==> config.mk <==
export PLATFORM = sky130hd
export DESIGN_NAME = cplx_alu_seq
export DESIGN_NICKNAME = d
export VERILOG_FILES = /design/src/rtl/cplx_alu_seq.sv
export SDC_FILE = /design/constraint.sdc
export NUM_CORES = 1
export LEC_CHECK = 0
export ABC_AREA = 1
export ABC_CLOCK_PERIOD_IN_PS = 4200
export CORE_UTILIZATION = 55
export CTS_CLUSTER_DIAMETER = 120
export DETAILED_ROUTE_END_ITERATION = 8
export PLACE_DENSITY = 0.86
export SETUP_SLACK_MARGIN = 0.05
export SLEW_MARGIN = 25
export SYNTH_ARGS = -nofsm -noshare
export SYNTH_HDL_FRONTEND = slang
export SYNTH_SLANG_ARGS = --single-unit
==> constraint.sdc <==
create_clock -name clk -period 4.2 [get_ports clk]
set_clock_uncertainty 0.2 [all_clocks]
set_input_delay 1.05 -clock clk [delete_from_list [all_inputs] [get_ports clk]]
set_output_delay 1.05 -clock clk [all_outputs]
set_load 0.1 [all_outputs]
==> src/rtl/cplx_alu_seq.sv <==
// Complex-number sequencer: splits one complex op into scalar ALU ops,
// issues them one per cycle and recombines the registered ALU results.
module cplx_alu_seq (
    input  logic        clk,
    input  logic        reset,
    input  logic        in_valid,
    output logic        in_ready,
    input  logic [1:0]  cop,
    input  logic [4:0]  a_re,
    input  logic [4:0]  a_im,
    input  logic [4:0]  b_re,
    input  logic [4:0]  b_im,
    output logic [4:0]  alu_op1,
    output logic [4:0]  alu_op2,
    output logic [1:0]  alu_opcode,
    input  logic [9:0]  alu_out,
    input  logic        alu_valid,
    output logic [11:0] res_re,
    output logic [11:0] res_im,
    output logic        res_valid,
    output logic        err
);

    typedef enum logic [1:0] {
        S_IDLE,
        S_ISSUE,
        S_DRAIN
    } state_e;

    state_e      state_q, state_d;
    logic [2:0]  cnt_q, cnt_d;
    logic [1:0]  cop_q, cop_d;
    logic [4:0]  ar_q, ar_d, ai_q, ai_d;
    logic [4:0]  br_q, br_d, bi_q, bi_d;
    logic [9:0]  r0_q, r0_d, r1_q, r1_d, r2_q, r2_d;
    logic [4:0]  op1_q, op1_d, op2_q, op2_d;
    logic [1:0]  opc_q, opc_d;
    logic [11:0] re_q, re_d, im_q, im_d;
    logic        rv_q, rv_d;
    logic        err_q, err_d;

    logic [2:0]  n_ops;
    logic        capture;
    logic        last;

    always_comb begin
        n_ops   = (cop_q == 2'b11) ? 3'd4 : 3'd2;
        // cnt_q counts cycles since accept; results arrive two cycles after issue
        capture = (state_q != S_IDLE) && (cnt_q >= 3'd2);
        last    = capture && (cnt_q == n_ops + 3'd1);

        state_d = state_q;
        cnt_d   = cnt_q;
        cop_d   = cop_q;
        ar_d    = ar_q;
        ai_d    = ai_q;
        br_d    = br_q;
        bi_d    = bi_q;
        r0_d    = r0_q;
        r1_d    = r1_q;
        r2_d    = r2_q;
        op1_d   = op1_q;
        op2_d   = op2_q;
        opc_d   = 2'b00;
        re_d    = re_q;
        im_d    = im_q;
        rv_d    = 1'b0;
        err_d   = err_q | (capture ^ alu_valid);

        if (capture) begin
            case (cnt_q)
                3'd2:    r0_d = alu_out;
                3'd3:    r1_d = alu_out;
                3'd4:    r2_d = alu_out;
                default: ;
            endcase
        end

        case (state_q)
            S_IDLE: begin
                if (in_valid) begin
                    cop_d = cop;
                    ar_d  = a_re;
                    ai_d  = a_im;
                    br_d  = b_re;
                    bi_d  = b_im;
                    if (cop == 2'b00) begin
                        re_d = 12'd0;
                        im_d = 12'd0;
                        rv_d = 1'b1;
                    end else begin
                        op1_d   = a_re;
                        op2_d   = b_re;
                        opc_d   = cop;
                        cnt_d   = 3'd1;
                        state_d = S_ISSUE;
                    end
                end
            end
            S_ISSUE: begin
                opc_d = cop_q;
                cnt_d = cnt_q + 3'd1;
                case (cnt_q[1:0])
                    2'd1: begin
                        op1_d = ai_q;
                        op2_d = bi_q;
                    end
                    2'd2: begin
                        op1_d = ar_q;
                        op2_d = bi_q;
                    end
                    default: begin
                        op1_d = ai_q;
                        op2_d = br_q;
                    end
                endcase
                if (cnt_q == n_ops - 3'd1)
                    state_d = S_DRAIN;
            end
            S_DRAIN: begin
                cnt_d = cnt_q + 3'd1;
                if (last) begin
                    state_d = S_IDLE;
                    cnt_d   = 3'd0;
                    rv_d    = 1'b1;
                    case (cop_q)
                        2'b01: begin
                            re_d = {{2{r0_q[9]}}, r0_q};
                            im_d = {{2{alu_out[9]}}, alu_out};
                        end
                        2'b11: begin
                            re_d = {2'b00, r0_q} - {2'b00, r1_q};
                            im_d = {2'b00, r2_q} + {2'b00, alu_out};
                        end
                        default: begin
                            re_d = {2'b00, r0_q};
                            im_d = {2'b00, alu_out};
                        end
                    endcase
                end
            end
            default: state_d = S_IDLE;
        endcase
    end

    always_ff @(posedge clk or posedge reset) begin
        if (reset) begin
            state_q <= S_IDLE;
            cnt_q   <= 3'd0;
            cop_q   <= 2'b00;
            ar_q    <= 5'd0;
            ai_q    <= 5'd0;
            br_q    <= 5'd0;
            bi_q    <= 5'd0;
            r0_q    <= 10'd0;
            r1_q    <= 10'd0;
            r2_q    <= 10'd0;
            op1_q   <= 5'd0;
            op2_q   <= 5'd0;
            opc_q   <= 2'b00;
            re_q    <= 12'd0;
            im_q    <= 12'd0;
            rv_q    <= 1'b0;
            err_q   <= 1'b0;
        end else begin
            state_q <= state_d;
            cnt_q   <= cnt_d;
            cop_q   <= cop_d;
            ar_q    <= ar_d;
            ai_q    <= ai_d;
            br_q    <= br_d;
            bi_q    <= bi_d;
            r0_q    <= r0_d;
            r1_q    <= r1_d;
            r2_q    <= r2_d;
            op1_q   <= op1_d;
            op2_q   <= op2_d;
            opc_q   <= opc_d;
            re_q    <= re_d;
            im_q    <= im_d;
            rv_q    <= rv_d;
            err_q   <= err_d;
        end
    end

    assign in_ready   = (state_q == S_IDLE);
    assign alu_op1    = op1_q;
    assign alu_op2    = op2_q;
    assign alu_opcode = opc_q;
    assign res_re     = re_q;
    assign res_im     = im_q;
    assign res_valid  = rv_q;
    assign err        = err_q;

endmodule

# Word-level counts from Yosys, hierarchy flattened
# Cells that the tools add are included.
classes:
  addsub: 5
  multipliers: 0
  n_div: 0
  n_lt_le_gt_ge: 1
  n_eq_ne: 16
  shift: 0
  muxes: 33
  n_bitwise: 2
  reduce_logical: 17
ops:
  columns: ["operator", "n"]
  rows:
  - ["$pmux W12 S2", 4]
  - ["$mux W12", 4]
  - ["$mux W5", 6]
  - ["$pmux W5 S2", 2]
  - ["$mux W2", 6]
  - ["$mux W3", 4]
  - ["$add A10 B10 Y11", 1]
  - ["$sub A10 B10 Y11", 1]
  - ["$pmux W3 S3", 1]
  - ["$ne A2 B2 Y1 const B", 4]
  - ["$reduce_and A2 Y1", 4]
  - ["$reduce_and A4 Y1", 2]
  - ["$add A3 B1 Y3 const B", 2]
  - ["$eq A2 B1 Y1 const B", 3]
  - ["$eq A2 B2 Y1 const B", 3]
  - ["$eq A3 B2 Y1 const B", 2]
  - ["$eq A3 B3 Y1", 2]
  - ["$pmux W2 S3", 1]
  - ["$reduce_and A3 Y1", 2]
  - ["$reduce_bool A2 Y1", 3]
  - ["$logic_not A2 Y1", 2]
  - ["$pmux W2 S2", 1]
  - ["$eq A3 B3 Y1 const B", 1]
  - ["$ge A3 B2 Y1 const B", 1]
  - ["9 further kinds", 12]
word_totals:
  register_bits: 95
  latchBits: 0
  ramBits: 0
  mem_bits_ro: 0
  inputBits: 36
  out_inout_bits: 39
  word_cells: 91
  memories: 0

# Depth between registers and ports, before layout
depth:
  ltp_word: 7
  ltp_mapped: 13
  ltp_nobuf: 13

# Worst setup path after synthesis
# No wires, ideal clock.
synth_path:
  path_type: "reg2reg"
  start: "reg state_q[0]"
  end: "reg im_q[3], in the netlist res_im[3]"
  setup_time_ns: 0.124
  arrival_ns: 2.445
  required_time_ns: 3.876
  path_slack_ns: 1.431
  path_stages_with_launch: 12
  path_buffers: 2
  synth_period_minus_slack_ns: 2.769
  cell_sequence: "dfrtp_1 inv_1 ha_1 nand2_1 inv_1 nand2_1 o21ai_0 nand2_2 buf_6 buf_6 nand2_1 nand2_1"
synth_between:
  elab_cells_between_ends: 11
  cone_classes: "eq/ne (4); mux (1); reduce/logical (6)"
synth_lines:
  columns: ["item", "line_no", "text"]
  rows:
  - ["start: declaration", "30", "state_e state_q, state_d;"]
  - ["start signal: assignment", "166", "state_q <= state_d;"]
  - ["$logic_not A2 Y1 (*)", null, null]
  - ["net in_ready", "7", "output logic in_ready,"]
  - ["$ne A2 B1 Y1 (no source line), or another cell as far along", null, null]
  - ["$reduce_and A4 Y1 (no source line)", null, null]
  - ["end signal: assignment", "180", "im_q <= im_d;"]
  - ["end: declaration", "38", "logic [11:0] re_q, re_d, im_q, im_d;"]
# Mark *: on every way through the listed nets, which the timed path passes. The rest lies on a longest branch.
# A chain may end at the register's enable or synchronous reset.

# Final worst setup path
layout_path:
  start: "reg im_q[2], in the netlist res_im[2]"
  end: "out res_im[2]"
layout_lines:
  columns: ["item", "line_no", "text"]
  rows:
  - ["end: declaration", "19", "output logic [11:0] res_im,"]
# No word-level cell between the ends.

==> flow_metrics.tcl <==
set metrics [dict create \
    cts_sinks 94 \
    period_share_pct 75.0 \
    drv_slew 0 \
    via_per_inst 5.50 \
    die_w_um 98.8 \
    grt_overflow_total 0 \
    synthTopCellsByArea "dfrtp_1, nand2_1, o21ai_0" \
    min-delay-path-class "reg -> reg" \
    ys_seq_area_share_pct 45.6 \
    reg2reg_depth 8 \
    setup_viol 0 \
    yosys_warnings 0 \
    drive_gt1_share_pct 4.42 \
    crit_path_start "res_im[2]" \
    die_y_um 98.8 \
    core_um2 8890 \
    synthCells 678 \
    worstSetupPathType "reg -> out" \
    finalSetupTns_ns 0 \
    io_buffers 74 \
    wl_per_cell_um 13.9 \
    clk_path_buf_depth 2 \
    grtUsageMet1_pct 35.3 \
    clkTransAtPathRegs_ns 0.10 \
    max_freq_ghz 0.317 \
    io_pins 75 \
    hp-start "res_re[5]" \
    timing.rr.start "cop_q[1]" \
    cp-start-kind "flop" \
    status "finished, final reports clean" \
    synth_seq_cells 94 \
    gp_congestion 0.884 \
    via_count 4703 \
    start_util_pct 58.0 \
    rows 34 \
    totalWireLength_um 11900 \
    numCtsBuffers 9 \
    drc 0 \
    cp_slowest_cell "clkdlybuf4s50_1" \
    crit_fanout 2 \
    ys.flop_type "dfrtp_1" \
    clkLatencyLatePin_ns 0.37 \
    end_kind "output pin" \
    cts_tree "yes" \
    worst_pin_slew_ns 1.04 \
    rsz0062_at_grt "false" \
    hold_viol 0 \
    path_buf_inv 1 \
    synthesis.area_um2 5160 \
    synth_nets 744 \
    place_hpwl_um 8710 \
    holdPathEnd "res_re[5]" \
    p_per_area_nw_per_um2 797 \
    reg2reg_slack_ns 1.29 \
    power.leakage_nw 3.17 \
    synth_area_per_cell_um2 7.61 \
    cp.arrival_ns 1.90 \
    grt_max_degree 50 \
    relSlewSlack_pct 30.7 \
    grt_pass1_vias 4543 \
    grt_use_total_pct 26.6 \
    cts_hold_buf 0 \
    ctsResizeCount 0 \
    yosys.area.top_type "dfrtp_1" \
    crit_family "buffers and inverters" \
    yosysTopAreaCellShare_pct 45.6 \
    dieArea_um2 9770 \
    grt_antenna_before_repair 0 \
    cts_root_buf "clkbuf_8" \
    hold_slack_ns 0.285 \
    min_period_ns 3.15 \
    ant_nets 0 \
    peakVddDrop_v 0.000565 \
    nets 808 \
    gr-usage-met3_pct 3.12 \
    drt-initial-drc-count 240 \
    firstDrtPassIters 5 \
    post_cts_buffers 0 \
    syn_to_final_growth_pct 18.9 \
    synth.most_common_cell "nand2_1" \
    grt_first_pass_wirelength_um 20500 \
    htree_num_levels 3 \
    grt_use_met2_pct 43.9 \
    diodes 0 \
    path_cells "clkdlybuf4s50_1" \
    slowest_delay_ns 1.18 \
    required_ns 2.95 \
    timing.rr.end "res_im[4]" \
    synthDistinctLibCells 29 \
    drv_cap 0 \
    busiest_layer "met2" \
    synth_common_cells "nand2_1, dfrtp_1, o21ai_0" \
    async_flop_share_pct 100 \
    holdPathStages 2 \
    synth_edf_count 0 \
]
worst max-delay path by stage:
stage / endpoint / slack [ns] / cells after the start
after floorplan: ai_q[0] / 0.50 / 1
after global placement: res_re[0] / 1.15 / 8
after detailed placement: res_im[0] / 1.00 / 8
after CTS: res_re[10] / 1.04 / 1
after global routing: res_re[11] / 0.98 / 1
final: res_im[2] / 1.05 / 1
cells in the final DEF (no fill, tap or decap), types with 11 or more instances in the layout:
cell type / count
clkdlybuf4s50_1: 73
ha_1: 28
nand3_1: 29
o21ai_0: 92
a21oi_1: 21
o22ai_1: 11
nand2_1: 216
inv_1: 80
nor2_1: 47
dfrtp_1: 94
flip-flops by register name, indices dropped and copies added (netlist names):
register and flops:
alu_op2 5, ai_q 5, cop_q 2, br_q 5, res_re 11, alu_op1 5, bi_q 5, res_im 12
state_q 2, r2_q 10, res_valid 1, ar_q 5, alu_opcode 2, err 1, cnt_q 3, r0_q 10
r1_q 10
layer usage:
metal / vias to the layer above / share of wire [%]
li1: 2294 / -
met1: 2217 / 44
met2: 166 / 48
met3: 26 / 5.0
met4: 0 / 2.7
met5: - / 0
report_power, final:
group / internal [W] / switching [W]
Combinational: 0.000834 / 0.00198
Sequential: 0.00125 / 0.000232
Clock: 0.000229 / 0.000357
Total: 0.00232 / 0.00257
kinds of logic (layout without fill, tap and decap cells):
group	count (synthesis)	in the layout	share of synthesized area, %
buffers and inverters	107	176	8.27
XOR/XNOR	3	3	0.510
AND/OR/NAND/NOR	308	308	24.0
AO/OA/AOI/OAI	136	136	14.1
adder cells (fa/ha/maj)	30	30	7.57
flip-flops	94	94	45.6
layout make-up:
class | count | area (um^2)
timing repair buffer | 76 | 766
inverter | 84 | 317
clock buffer | 9 | 124
tap | 108 | 135
fill | 716 | 2760
clock inverter | 7 | 60.1
multi-input combinational | 477 | 2380
sequential | 94 | 2350
stage by stage:
step | worst slack (ns) | utilization (%) | cell area (um^2) | std cells | total power [W]
2_1_floorplan | 0.501 | - | 5160 | 678 | 0.00365
3_3_place_gp | 1.15 | 66.9 | 5950 | 839 | 0.00416
3_5_place_dp | 1.00 | 66.9 | 5950 | 839 | 0.00428
4_1_cts | 1.04 | 69.0 | 6130 | 855 | 0.00488
5_1_grt | 0.978 | 69.0 | 6130 | 855 | 0.00529
6_report | 1.05 | 69.0 | 6130 | 855 | 0.00489
worst min-delay path, delay by kind of cell (launching register included):
family	cells	cell delay, ns
flip-flops	1	0.36
AND/OR/NAND/NOR	2	0.10
No activity file was read; power rests on OpenSTA's default activity.
